File: config.mk
export PLATFORM = sky130hd
export DESIGN_NAME = regfile_access_sequencer
export DESIGN_NICKNAME = d
export VERILOG_FILES = /design/src/rtl/regfile_access_sequencer.sv
export SDC_FILE = /design/constraint.sdc
export NUM_CORES = 1
export LEC_CHECK = 0
export ABC_AREA = 1
export ABC_CLOCK_PERIOD_IN_PS = 1120
export CAP_MARGIN = 20
export CORE_MARGIN = 3
export CORE_UTILIZATION = 27
export DETAILED_ROUTE_END_ITERATION = 7
export GPL_TIMING_DRIVEN = 0
export HOLD_SLACK_MARGIN = 0.08
export PLACE_DENSITY = 0.61
export SKIP_CTS_REPAIR_TIMING = 1
export SYNTH_ARGS = -nofsm -noshare
export SYNTH_HDL_FRONTEND = slang
export SYNTH_SLANG_ARGS = --single-unit
File: constraint.sdc
create_clock -name clk -period 1.12 [get_ports clk]
set_input_delay 0.168 -clock clk [delete_from_list [all_inputs] [get_ports clk]]
set_output_delay 0.168 -clock clk [all_outputs]
set_load 0.01 [all_outputs]
File: src/rtl/regfile_access_sequencer.sv
// regfile_access_sequencer
//   Operand fetch / write-back sequencer sitting directly in front of the
//   file-register RAM block. It resolves direct or INDF/FSR addressing to a
//   9-bit register-file address. It then runs the registered RAM read and
//   hands the captured operand to the ALU. Finally it issues the write-back
//   strobe. The address is held stable for the whole access.
//
// Ports
//   clk, rst            core clock, asynchronous active-high reset
//   start               one-cycle access request (accepted in IDLE only)
//   f_addr, rd_req,     decoded file address and read/write intent,
//   wr_req              sampled together with start
//   status_irp/rp,      bank / indirect-pointer state used to form the
//   fsr_val             effective address at start
//   alu_done/result     ALU completion handshake and write-back data
//   regfile_data_out    RAM read data
//   regfile_addr/rd_en/ RAM address, strobes and write data
//   wr_en/data_in
//   operand(_valid)     captured f value and its one-cycle update pulse
//   busy, done          access in progress / one-cycle completion pulse
module regfile_access_sequencer #(
  parameter int         READ_LATENCY = 2,
  parameter logic [6:0] INDF_ADDR    = 7'h00
) (
  input  logic       clk,
  input  logic       rst,
  input  logic       start,
  input  logic [6:0] f_addr,
  input  logic       rd_req,
  input  logic       wr_req,
  input  logic       status_irp,
  input  logic [1:0] status_rp,
  input  logic [7:0] fsr_val,
  input  logic       alu_done,
  input  logic [7:0] alu_result,
  input  logic [7:0] regfile_data_out,
  output logic [8:0] regfile_addr,
  output logic       regfile_rd_en,
  output logic       regfile_wr_en,
  output logic [7:0] regfile_data_in,
  output logic [7:0] operand,
  output logic       operand_valid,
  output logic       busy,
  output logic       done
);

  // The WAIT stay is READ_LATENCY-1 cycles, so the counter is loaded with
  // READ_LATENCY-2 and exits on zero.
  localparam int CW = (READ_LATENCY > 1) ? $clog2(READ_LATENCY) : 1;
  localparam logic [CW-1:0] WAIT_LOAD = CW'((READ_LATENCY > 1) ? READ_LATENCY - 2 : 0);

  typedef enum logic [2:0] {
    IDLE, READ, WAIT, CAPT, EXEC, WRITE, FIN
  } state_t;

  state_t        state_q, state_d;
  logic          wr_req_q, wr_req_d;
  logic          null_q, null_d;
  logic [CW-1:0] cnt_q, cnt_d;
  logic [8:0]    addr_q, addr_d;
  logic          rd_en_q, rd_en_d;
  logic          wr_en_q, wr_en_d;
  logic [7:0]    din_q, din_d;
  logic [7:0]    op_q, op_d;
  logic          opv_q, opv_d;
  logic          busy_q, busy_d;
  logic          done_q, done_d;
  logic          indirect;

  always_comb begin
    state_d  = state_q;
    wr_req_d = wr_req_q;
    null_d   = null_q;
    cnt_d    = cnt_q;
    addr_d   = addr_q;
    din_d    = din_q;
    op_d     = op_q;
    opv_d    = 1'b0;
    indirect = (f_addr == INDF_ADDR);

    unique case (state_q)
      IDLE: begin
        if (start) begin
          // Address and null flag are frozen here; later STATUS/FSR
          // changes must not disturb the access in flight.
          wr_req_d = wr_req;
          addr_d   = indirect ? {status_irp, fsr_val} : {status_rp, f_addr};
          null_d   = indirect && (fsr_val == 8'h00);
          if (rd_req && !(indirect && (fsr_val == 8'h00))) begin
            state_d = READ;
          end else begin
            state_d = EXEC;
            if (rd_req) begin
              // INDF through FSR==0 reads as zero without touching the RAM.
              op_d  = 8'h00;
              opv_d = 1'b1;
            end
          end
        end
      end
      READ: begin
        if (READ_LATENCY == 1) begin
          state_d = CAPT;
        end else begin
          state_d = WAIT;
          cnt_d   = WAIT_LOAD;
        end
      end
      WAIT: begin
        if (cnt_q == '0) state_d = CAPT;
        else             cnt_d   = cnt_q - CW'(1);
      end
      CAPT: begin
        op_d    = regfile_data_out;
        opv_d   = 1'b1;
        state_d = EXEC;
      end
      EXEC: begin
        if (alu_done) begin
          if (wr_req_q && !null_q) begin
            din_d   = alu_result;
            state_d = WRITE;
          end else begin
            state_d = FIN;
          end
        end
      end
      WRITE:   state_d = FIN;
      FIN:     state_d = IDLE;
      default: state_d = IDLE;
    endcase

    // Strobes and status are registered images of the state being entered,
    // so each is high for exactly the cycle spent in that state.
    rd_en_d = (state_d == READ);
    wr_en_d = (state_d == WRITE);
    busy_d  = (state_d != IDLE);
    done_d  = (state_d == FIN);
  end

  always_ff @(posedge clk or posedge rst) begin
    if (rst) begin
      state_q  <= IDLE;
      wr_req_q <= 1'b0;
      null_q   <= 1'b0;
      cnt_q    <= '0;
      addr_q   <= 9'h000;
      rd_en_q  <= 1'b0;
      wr_en_q  <= 1'b0;
      din_q    <= 8'h00;
      op_q     <= 8'h00;
      opv_q    <= 1'b0;
      busy_q   <= 1'b0;
      done_q   <= 1'b0;
    end else begin
      state_q  <= state_d;
      wr_req_q <= wr_req_d;
      null_q   <= null_d;
      cnt_q    <= cnt_d;
      addr_q   <= addr_d;
      rd_en_q  <= rd_en_d;
      wr_en_q  <= wr_en_d;
      din_q    <= din_d;
      op_q     <= op_d;
      opv_q    <= opv_d;
      busy_q   <= busy_d;
      done_q   <= done_d;
    end
  end

  assign regfile_addr    = addr_q;
  assign regfile_rd_en   = rd_en_q;
  assign regfile_wr_en   = wr_en_q;
  assign regfile_data_in = din_q;
  assign operand         = op_q;
  assign operand_valid   = opv_q;
  assign busy            = busy_q;
  assign done            = done_q;

endmodule

# Word level (Yosys, flattened, before mapping)
# Index checks and enable logic that the tools add are counted.
# Widths: inputs -> output; s select.
totals:
  ff_bits: 36
  word_cells: 55
  out_inout_bits: 30
  in_bits: 40
classes:
  reduce_logical: 14
  addsub: 1
  n_mux: 17
  n_eq_ne: 11
ops:
  columns: ["operator", "n"]
  rows:
  - ["$mux 8", 3]
  - ["$pmux 3 s6", 1]
  - ["$pmux 8 s2", 1]
  - ["$eq 3x3->1 const B", 4]
  - ["$mux 3", 4]
  - ["$mux 9", 1]
  - ["$logic_not 8->1", 1]
  - ["$logic_not 7->1", 1]
  - ["$eq 3x1->1 const B", 2]
  - ["$eq 3x2->1 const B", 2]
  - ["$ne 2x2->1 const B", 3]
  - ["$mux 1", 4]
  - ["$pmux 1 s2", 2]
  - ["$reduce_and 4->1", 1]
  - ["$reduce_bool 2->1", 2]
  - ["$logic_and 1x1->1", 3]
  - ["$logic_not 3->1", 1]
  - ["$reduce_and 3->1", 1]
  - ["$reduce_bool 3->1", 1]
  - ["$logic_not 1->1", 2]
  - ["$mux 2", 1]
  - ["$reduce_and 2->1", 1]
  - ["$sub 1x1->1 const B", 1]

# Longest topological paths before layout
# Gate-level depths: netlist (run 1).
logic_depth:
  depth_word: 8
  depth_mapped: 8
  ltp_nobuf: 8

# Worst setup path after synthesis (run 1)
# No wires, ideal clock.
synth_path:
  path_type: "register -> register"
  from: "reg state_q[0]"
  to: "reg din_q[0] (netlist: regfile_data_in[0])"
  arrival_time_ns: 1.054
  setup_slack_ns: -0.060
  required_time_ns: 0.994
  period_less_slack_ns: 1.180
  setup_ns: 0.126
  path_buffers: 1
  stages_incl_launch_ff: 6
  cell_sequence: "dfrtp_1 -> inv_1 -> nand2_2 -> nor3_4 -> buf_6 -> o21ai_0"
synth_via:
  elab_chain_len: 2
synth_lines:
  columns: ["item", "line_no", "rtl"]
  rows:
  - ["start, declared", "56", "state_t state_q, state_d;"]
  - ["start signal, assigned", "156", "state_q <= state_d;"]
  - ["$eq 3x3->1", "81", "unique case (state_q)"]
  - ["$reduce_and 3->1 (no line)", null, null]
  - ["end signal, assigned", "163", "din_q <= din_d;"]
  - ["end, declared", "63", "logic [7:0] din_q, din_d;"]
# No other way between the ends.
# A chain may end at the register's enable or synchronous reset.

# Worst setup path in the final report (run 1)
layout_path:
  from: "reg state_q[1]"
  to: "reg op_q[0] (netlist: operand[0])"
layout_via:
  elab_chain_len: 3
  elab_cells_between_ends: 8
  classes_between: "eq/ne (4); mux (1); reduce/logical (3)"
layout_lines:
  columns: ["item", "line_no", "rtl"]
  rows:
  - ["$eq 3x2->1 / $logic_not 3->1 (equally long branches)", "81", null]
  - ["$reduce_bool 2->1 (no line) / $ne 2x2->1 (equally long branches)", null, null]
  - ["$reduce_and 4->1 (no line)", null, null]
  - ["end signal, assigned", "164", "op_q <= op_d;"]
  - ["end, declared", "64", "logic [7:0] op_q, op_d;"]
# Parallel ways exist; a longest one is shown, timed or not.

==> results of run 1 <==
-- logic make-up after synthesis --
group	Yosys count	synth area share [%]
compound gates	31	10.8
flops	35	58.8
buf+inv	24	7.39
simple gates	78	23.0
-- sequential cells by signal, indices dropped and copies added, names as in the netlist --
name / cells
operand: 8
regfile_wr_en: 1
regfile_addr: 9
wr_req_q: 1
null_q: 1
busy: 1
regfile_rd_en: 1
operand_valid: 1
regfile_data_in: 8
done: 1
state_q: 3
-- area by class of cell --
type,count,area (sq um)
clock buffer,6,82.6
buffer,5,60.1
sequential,35,876
fill,501,2420
multi-input combinational,109,669
tap,70,87.6
clock inverter,1,5.00
inverter,19,73.8
timing repair buffer,87,962
-- metal layers --
metal | track usage, % | up-vias | share of wire [%]
li1 | - | 725 | -
met1 | 14.9 | 666 | 42
met2 | 20.7 | 42 | 51
met3 | 4.26 | 5 | 6.2
met4 | 4.05 | 0 | 0.73
met5 | 0 | - | 0
-- layout by cell type, fill, tap and decap left out, types with 2 or more instances in the layout --
cell,synthesis,routed
o21ai_1,0,6
o21ai_0,21,2
clkdlybuf4s50_1,0,37
dfrtp_1,35,35
nand2_1,46,27
dlymetal6s2s_1,0,32
nor2_1,13,10
nor2_4,0,2
buf_4,2,9
nor2_2,1,2
inv_2,1,3
nand2_2,2,16
o21ai_2,1,14
nand2_4,0,5
nand3_1,12,10
inv_1,17,15
a21oi_1,8,8
buf_6,1,11
clkbuf_8,0,6
-- stage by stage --
stage	instance area [sq um]	cells
finish	2820	332
detailed placement	2300	308
global route	2820	332
CTS	2380	315
floorplan	1500	168
global placement	2280	307
-- tightest hold or removal path: cells and delay by family --
family / cells / cell delay [ns]
buffers and inverters: 1 / 0.10
AO/OA/AOI/OAI: 2 / 0.16
-- worst paths after layout --
kind / to / slack [ns] / cells after the start
max in group asynchronous: regfile_addr[7] / 0.39 / 3
hold reg to reg: regfile_addr[1] / 0.49 / 2
hold / removal: regfile_addr[3] / 0.17 / 3
setup reg to reg: operand[0] / -0.20 / 6
setup / recovery: operand[0] / -0.20 / 6
min in group asynchronous: regfile_data_in[0] / 0.23 / 2
-- power breakdown --
part | internal [mW] | switching, mW | total, mW
Clock | 0.482 | 0.444 | 0.926
Combinational | 1.72 | 1.41 | 3.13
Sequential | 1.83 | 0.340 | 2.17
Total | 4.04 | 2.19 | 6.23
==> qor.txt, run 1 <==
Top delay family on crit path = simple AND/OR/NAND/NOR gates
Root Buffer = clkbuf_8
critical path class = reg -> reg
setup tns final = -4.44 ns
critical path, cell by cell = inv_2 -> nand4_1 -> inv_2 -> nand4_4 -> nand3_1 -> nand2_1
share of cells above drive strength 1 = 29.4%
routability cong. = 0.735
WP buf/inv = 2
Critical Path RT = 1.29 ns
delay of the slowest critical-path stage = 0.43 ns
H-tree levels = 2
unrepaired setup endpoints after global routing = true
ANT nets after route = 0
nets = 302
die footprint = 0.00645 sq mm
most frequent CP cell = inv_2
Max-Cap Viols = 0
crit path max fanout = 9
CP Launch Type = flip-flop
Clock transition at path regs = 0.08 ns
Final setup viols = 33
count leader, synth = nand2_1
mapped cell area = 0.00149 sq mm
post-layout minimum cycle time = 1.32 ns
critical path endpoint category = flip-flop
Max Clock Freq = 0.760 GHz
antenna violations before repair = 0
Die H = 80.3 um
wire per inst = 12.7 um
HPWL after DPL = 2.82 mm
drt via density = 4.33
global route total overflow = 0
antenna cells = 0
Tcrit/Tclk final = 118%
post-route setup slack = -0.196 ns
Worst slew margin = 64.2%
FF-to-FF Start = state_q[1]
Post-synth EDFFs = 0
Slew @ Worst Pin = 0.536 ns
number of cell rows = 26
Vias = 1438
total chip power = 6.23 mW
CTS Sinks = 35
DR iter-0 viols = 49
fraction of registers with async set/reset = 100%
Yosys cell types = 20
CP max-delay cell = dfrtp_1
final core occ = 53.8%
syn nets = 208
Port Buffers = 69
Die X = 80.3 um
DRC viols = 0
violated checks = negative setup slack
hold path startpoint = f_addr[3]
GR Util All Layers = 12.4%
Initial Util = 28.5%
status = finished, violations left
Final Hold Fails = 0
CTS Buf Count = 5
Pins Over Slew Limit = 0
sequential fraction of the synthesis area = 58.8%
Yosys reg bits = 35
Synth top area share = 58.8%
vias in the first global route = 1368
Post-Route WL = 4.22 mm
worst slack at placement = -0.491 ns
Leak = 1.63 nW
Yosys warnings = 0
core area = 0.00524 sq mm
clk buf depth = 2
Main synth FF type = dfrtp_1
Clock Latency Late Sink = 0.29 ns
worst setup path startpoint = state_q[1]
worst hold slack = 0.165 ns
crit path DAT = 1.49 ns
pin count of the biggest net entering global routing = 24
Hold Path Class = in -> reg
first-pass GRT wire length = 6.14 mm
PD cells = 2210 mW/mm^2
biggest area consumer among synthesized cells = dfrtp_1
commonest cells in the netlist = 46 x nand2_1, 35 x dfrtp_1, 21 x o21ai_0
Mapped Cells = 168
CTS tree = done
area growth from synthesis to layout = 89.0%
Pre-antenna DRT Iters = 4
ranking of synthesized cells by area = dfrtp_1 59%, nand2_1 12%, o21ai_0 7.1%
syn avg cell area = 8.87 sq um
Top-Level Pins = 70
maximum vdd drop = 1150 uV
skew final = 0.00985 ns
No activity file was read; power rests on OpenSTA's default activity.
==> run 2: changes to the inputs <==
--- a/config.mk
+++ b/config.mk
@@ -5,15 +5,16 @@
 export SDC_FILE = /design/constraint.sdc
 export NUM_CORES = 1
 export LEC_CHECK = 0
-export ABC_AREA = 1
 export ABC_CLOCK_PERIOD_IN_PS = 1120
 export CAP_MARGIN = 20
 export CORE_MARGIN = 3
 export CORE_UTILIZATION = 27
+export CTS_BUF_LIST = sky130_fd_sc_hd__clkbuf_16
 export DETAILED_ROUTE_END_ITERATION = 7
 export GPL_TIMING_DRIVEN = 0
 export HOLD_SLACK_MARGIN = 0.08
-export PLACE_DENSITY = 0.61
+export MAX_ROUTING_LAYER = met4
+export PLACE_DENSITY = 0.6
 export SKIP_CTS_REPAIR_TIMING = 1
 export SYNTH_ARGS = -nofsm -noshare
 export SYNTH_HDL_FRONTEND = slang
==> run 2 against run 1 <==
The flow still finishes with violations (negative setup slack). First-iteration DRC count shrank 16%. Synthesized area grew 6.5%. Critical path depth shrank 2. Wire length grew 2.2%.
==> qor.txt, run 2 <==
status = finished, violations left
violated checks = negative setup slack
Tcrit/Tclk final = 133%
GR Util All Layers = 12.1%
most frequent standard cell in the layout excluding fill and tap cells = clkdlybuf4s50_1
clk buf depth = 2
ANT nets after route = 0
Yosys warnings = 0
worst hold slack = 0.248 ns
Post-DP Area = 0.00244 sq mm
first-pass GRT wire length = 5.97 mm
most frequent cells in the layout = 37 x clkdlybuf4s50_1, 35 x dfrtp_1, 32 x dlymetal6s2s_1
routability cong. = 0.865
wire per inst = 14.8 um
Die X = 82.7 um
Pins Over Slew Limit = 0
number of cell rows = 27
CTS tree = done
Max Clock Freq = 0.672 GHz
biggest area consumer among synthesized cells = dfrtp_1
Top-Level Pins = 70
worst slack at placement = -0.640 ns
PD cells = 2310 mW/mm^2
HPWL after DPL = 2.86 mm
Final setup viols = 31
CP Launch Type = flip-flop
Seq. cell area = 876 sq um
Worst slew margin = 62.8%
syn nets = 175
Port Buffers = 69
skew final = 0.00432 ns
CTS Sinks = 35
Largest register FFs = 9
antenna cells = 0
Post-synth EDFFs = 0
Slew @ Worst Pin = 0.558 ns
worst setup path startpoint = state_q[2]
crit path max fanout = 8
DRC viols = 0
setup tns final = -8.85 ns
share of cells above drive strength 1 = 29.2%
post-route setup slack = -0.369 ns
area growth from synthesis to layout = 80.5%
number of fill cells = 527
vias in the first global route = 1292
drt via density = 4.66
Clock Latency Late Sink = 0.27 ns
syn avg cell area = 11.8 sq um
antenna violations before repair = 0
post-layout minimum cycle time = 1.49 ns
fraction of registers with async set/reset = 100%
Mapped Cells = 135
H-tree levels = 2
Yosys reg bits = 35
DR iter-0 viols = 41
count leader, synth = dfrtp_1
mapped cell area = 0.00159 sq mm
crit path DAT = 1.65 ns
nets = 260
Design Area, Final = 0.00287 sq mm
core area = 0.00561 sq mm
FF-to-FF Start = state_q[2]
commonest cells in the netlist = 35 x dfrtp_1, 18 x a21oi_1, 12 x nor2_1
critical path endpoint category = flip-flop
Clock transition at path regs = 0.05 ns
Leak = 1.50 nW
die footprint = 0.00684 sq mm
sequential fraction of the synthesis area = 55.2%
Post-Route WL = 4.32 mm
Root Buffer = clkbuf_16
Max-Cap Viols = 0
Vias = 1356
Pre-antenna DRT Iters = 4
Initial Util = 28.3%
pin count of the biggest net entering global routing = 24
CTS Buf Count = 5
Synth top area share = 55.2%
Hold Path Class = in -> async
critical path class = reg -> reg
unrepaired setup endpoints after global routing = true
Yosys cell types = 30
ranking of synthesized cells by area = dfrtp_1 55%, mux2_4 7.6%, a21oi_1 5.7%
Final Hold Fails = 0
Critical Path RT = 1.28 ns
area of the multi-input gates = 782 sq um
maximum vdd drop = 1230 uV
Main synth FF type = dfrtp_1
global route total overflow = 0
Die H = 82.7 um
## run 2: cell types whose count changed after synthesis, sizes merged, moves of 2 or more
cell	before	now
nand2	48	2
inv	19	3
o21ai	22	6
a21oi	8	18
a31oi	0	10
mux2	0	10
nand3	12	2
mux2i	0	8
buf	5	11
nor4	0	4
and2	0	2
nand4	2	0
nor2	14	12
## run 2: metrics by stage
| step | utilization [%] | total power [mW] | std cells |
|---|---|---|---|
| floorplan | - | 3.67 | 135 |
| global placement | 43.1 | 5.03 | 276 |
| detailed placement | 43.6 | 5.07 | 277 |
| CTS | 45.9 | 6.36 | 283 |
| global route | 51.1 | 7.05 | 291 |
| finish | 51.1 | 6.61 | 291 |
## run 2: worst paths after layout
check	to	slack, ns	cells past startpoint
setup / recovery	null_q	-0.37	4
min in group clk	regfile_addr[6]	0.31	3
setup reg to reg	null_q	-0.37	4
hold reg to reg	regfile_data_in[7]	0.50	1
max in group asynchronous	regfile_rd_en	0.37	3
hold / removal	done	0.25	2
## run 2: cell families (layout without fill, tap and decap cells)
kind of cell / after synthesis / count (layout) / share of synthesized area, %
AOI/OAI and AO/OA: 37 / 37 / 13.3
DFF: 35 / 35 / 55.2
and+or+nand+nor: 31 / 33 / 11.5
muxes: 18 / 18 / 14.0
buffers and inverters: 14 / 96 / 5.99
## run 2: worst max-delay path, cell delays in order (launching register included)
cell	delay (ns)
dfrtp_1	0.37
buf_6	0.14
nor4b_4	0.38
buf_6	0.19
mux2_4	0.29
## run 2: cell type report
class / count / area share, %
buffer: 9 / 3.45
clock buffer: 5 / 4.36
clock inverter: 1 / 0.131
inverter: 3 / 0.393
multi-input combinational: 88 / 27.3
sequential: 35 / 30.6
tap: 72 / 3.14
timing repair buffer: 78 / 30.7
## run 2: power by group
part | internal, mW | total [mW] | switching (mW)
Clock | 0.789 | 1.26 | 0.469
Sequential | 1.84 | 2.14 | 0.297
Combinational | 1.88 | 3.21 | 1.34
## run 2: per-layer routing
layer  wire, um  global-route usage, %  share of wire, %  up-vias
li1           -                      -                 -      659
met1       1830                   14.9                42      650
met2       2150                   18.5                50       38
met3        271                   3.47               6.3        9
met4         68                   4.90               1.6        0
met5          0                      -                 0        -
==> run 3: changes to the inputs <==
--- a/config.mk
+++ b/config.mk
@@ -11,10 +11,11 @@
 export CORE_UTILIZATION = 27
 export CTS_BUF_LIST = sky130_fd_sc_hd__clkbuf_16
 export DETAILED_ROUTE_END_ITERATION = 7
+export DONT_BUFFER_PORTS = 1
 export GPL_TIMING_DRIVEN = 0
 export HOLD_SLACK_MARGIN = 0.08
 export MAX_ROUTING_LAYER = met4
-export PLACE_DENSITY = 0.6
+export PLACE_DENSITY = 0.44
 export SKIP_CTS_REPAIR_TIMING = 1
 export SYNTH_ARGS = -nofsm -noshare
 export SYNTH_HDL_FRONTEND = slang
==> run 3 against run 2 <==
The run still ends with negative setup slack left. Global-route usage fell by 0.60 points. Worst hold slack worse by 0.17 ns. Fmax is 5.6% higher. Non-clock buffer count shrank 49. Register-to-register slack improved by 0.08 ns. Wire length decreased by 5.7%. Design area fell by 20%. Clock power increased by 3%. Sequential power increased by 21%. Largest cell class is now sequential cells. Highest routed layer unchanged. First-iteration DRC count up 20%.
==> qor.txt, run 3 (synthesized netlist as in run 2, its figures left out) <==
violated checks = negative setup slack
antenna cells = 0
Largest register FFs = 9
CTS Buf Count = 5
critical path class = reg -> reg
Seq. cell area = 877 sq um
core area = 0.00561 sq mm
Pins Over Slew Limit = 0
crit path DAT = 1.56 ns
Final Hold Fails = 0
ANT nets after route = 0
drt via density = 4.92
number of cell rows = 27
Pre-antenna DRT Iters = 4
Vias = 1191
status = finished, violations left
post-layout minimum cycle time = 1.41 ns
Leak = 0.991 nW
Die H = 82.7 um
global route total overflow = 0
pin count of the biggest net entering global routing = 25
Post-Route WL = 4.07 mm
skew final = 0.00582 ns
worst slack at placement = -0.401 ns
antenna violations before repair = 0
Top-Level Pins = 70
Clock transition at path regs = 0.06 ns
crit path max fanout = 9
Post-Layout Cell Count = 242
Tcrit/Tclk final = 126%
most frequent cells in the layout = 34 x dfrtp_1, 16 x dlygate4sd3_1, 15 x a21oi_2
first-pass GRT wire length = 5.63 mm
Design Area, Final = 0.00229 sq mm
share of cells above drive strength 1 = 42.4%
unrepaired setup endpoints after global routing = true
Hold Path Class = in -> reg
H-tree levels = 2
worst hold slack = 0.0766 ns
Post-DP Area = 0.00175 sq mm
area of the multi-input gates = 752 sq um
nets = 209
routability cong. = 0.807
Hold Path Stages = 2
area growth from synthesis to layout = 44.1%
clk buf depth = 2
Die X = 82.7 um
Clock Latency Late Sink = 0.27 ns
HPWL after DPL = 2.69 mm
die footprint = 0.00684 sq mm
total chip power = 6.06 mW
post-route setup slack = -0.290 ns
Final setup viols = 31
DR iter-0 viols = 49
Worst slew margin = 64.0%
CP Launch Type = flip-flop
R2R depth = 5
most frequent standard cell in the layout excluding fill and tap cells = dfrtp_1
Max Clock Freq = 0.709 GHz
maximum vdd drop = 941 uV
DP Cell Count = 208
Port Buffers = 0
Max-Cap Viols = 0
wire per inst = 16.8 um
CTS tree = done
Root Buffer = clkbuf_16
Critical Path RT = 1.27 ns
Slew @ Worst Pin = 0.539 ns
critical path endpoint category = flip-flop
PD cells = 2650 mW/mm^2
Initial Util = 28.3%
GR Util All Layers = 11.5%
vias in the first global route = 1179
CTS Sinks = 35
DRC viols = 0
number of fill cells = 561
run 3: cell types whose count changed in the layout (fill, tap and decap cells not counted), moves of 4 or more:
| cell | delta |
|---|---|
| nor2_1 | -5 |
| clkdlybuf4s50_1 | -37 |
| dlymetal6s2s_1 | -32 |
| dlygate4sd3_1 | +16 |
| nor2_4 | +4 |
run 3: cell type report:
cell class / count / share of cell area [%]
clock inverters: 3 / 0.656
inverters: 3 / 0.492
multi-input cells: 86 / 32.9
well taps: 72 / 3.94
clock buffers: 5 / 5.47
plain buffers: 10 / 4.54
repair buffers: 28 / 13.7
flip-flops and latches: 35 / 38.3
run 3: where the power goes:
part | internal, mW | leakage [nW] | total [mW] | switching (mW)
clock | 0.810 | 0.0733 | 1.30 | 0.492
sequential | 1.85 | 0.416 | 2.59 | 0.742
combinational | 1.28 | 0.501 | 2.17 | 0.890
run 3: metrics by stage:
step                utilization [%]  setup TNS [ns]
detailed placement             31.3           -8.15
floorplan                         -           -4.31
global route                   40.8           -9.53
global placement               30.8          -14.67
CTS                            33.8           -8.39
finish                         40.8           -7.22
run 3: worst max-delay path: stages (launching register included):
cell and delay (ns):
dfrtp_1 0.37, buf_6 0.13, and4b_1 0.20, and2_4 0.14
buf_8 0.14, mux2_4 0.30
run 3: final timing paths:
path,start,to,slack [ns]
min,regfile_data_out[2],operand[2],0.08
max,state_q[2],regfile_data_in[3],-0.29
max in group asynchronous,rst,state_q[0],0.20
min reg2reg,wr_req_q,wr_req_q,0.53
max reg2reg,state_q[2],regfile_data_in[3],-0.29
min in group asynchronous,rst,operand[4],0.41
run 3: per-layer routing:
layer	wire length (um)	vias up	GRT usage, %
met5	0	-	-
met4	15	0	3.92
met3	448	2	5.86
met2	1930	60	16.5
met1	1680	574	13.8
li1	-	555	-
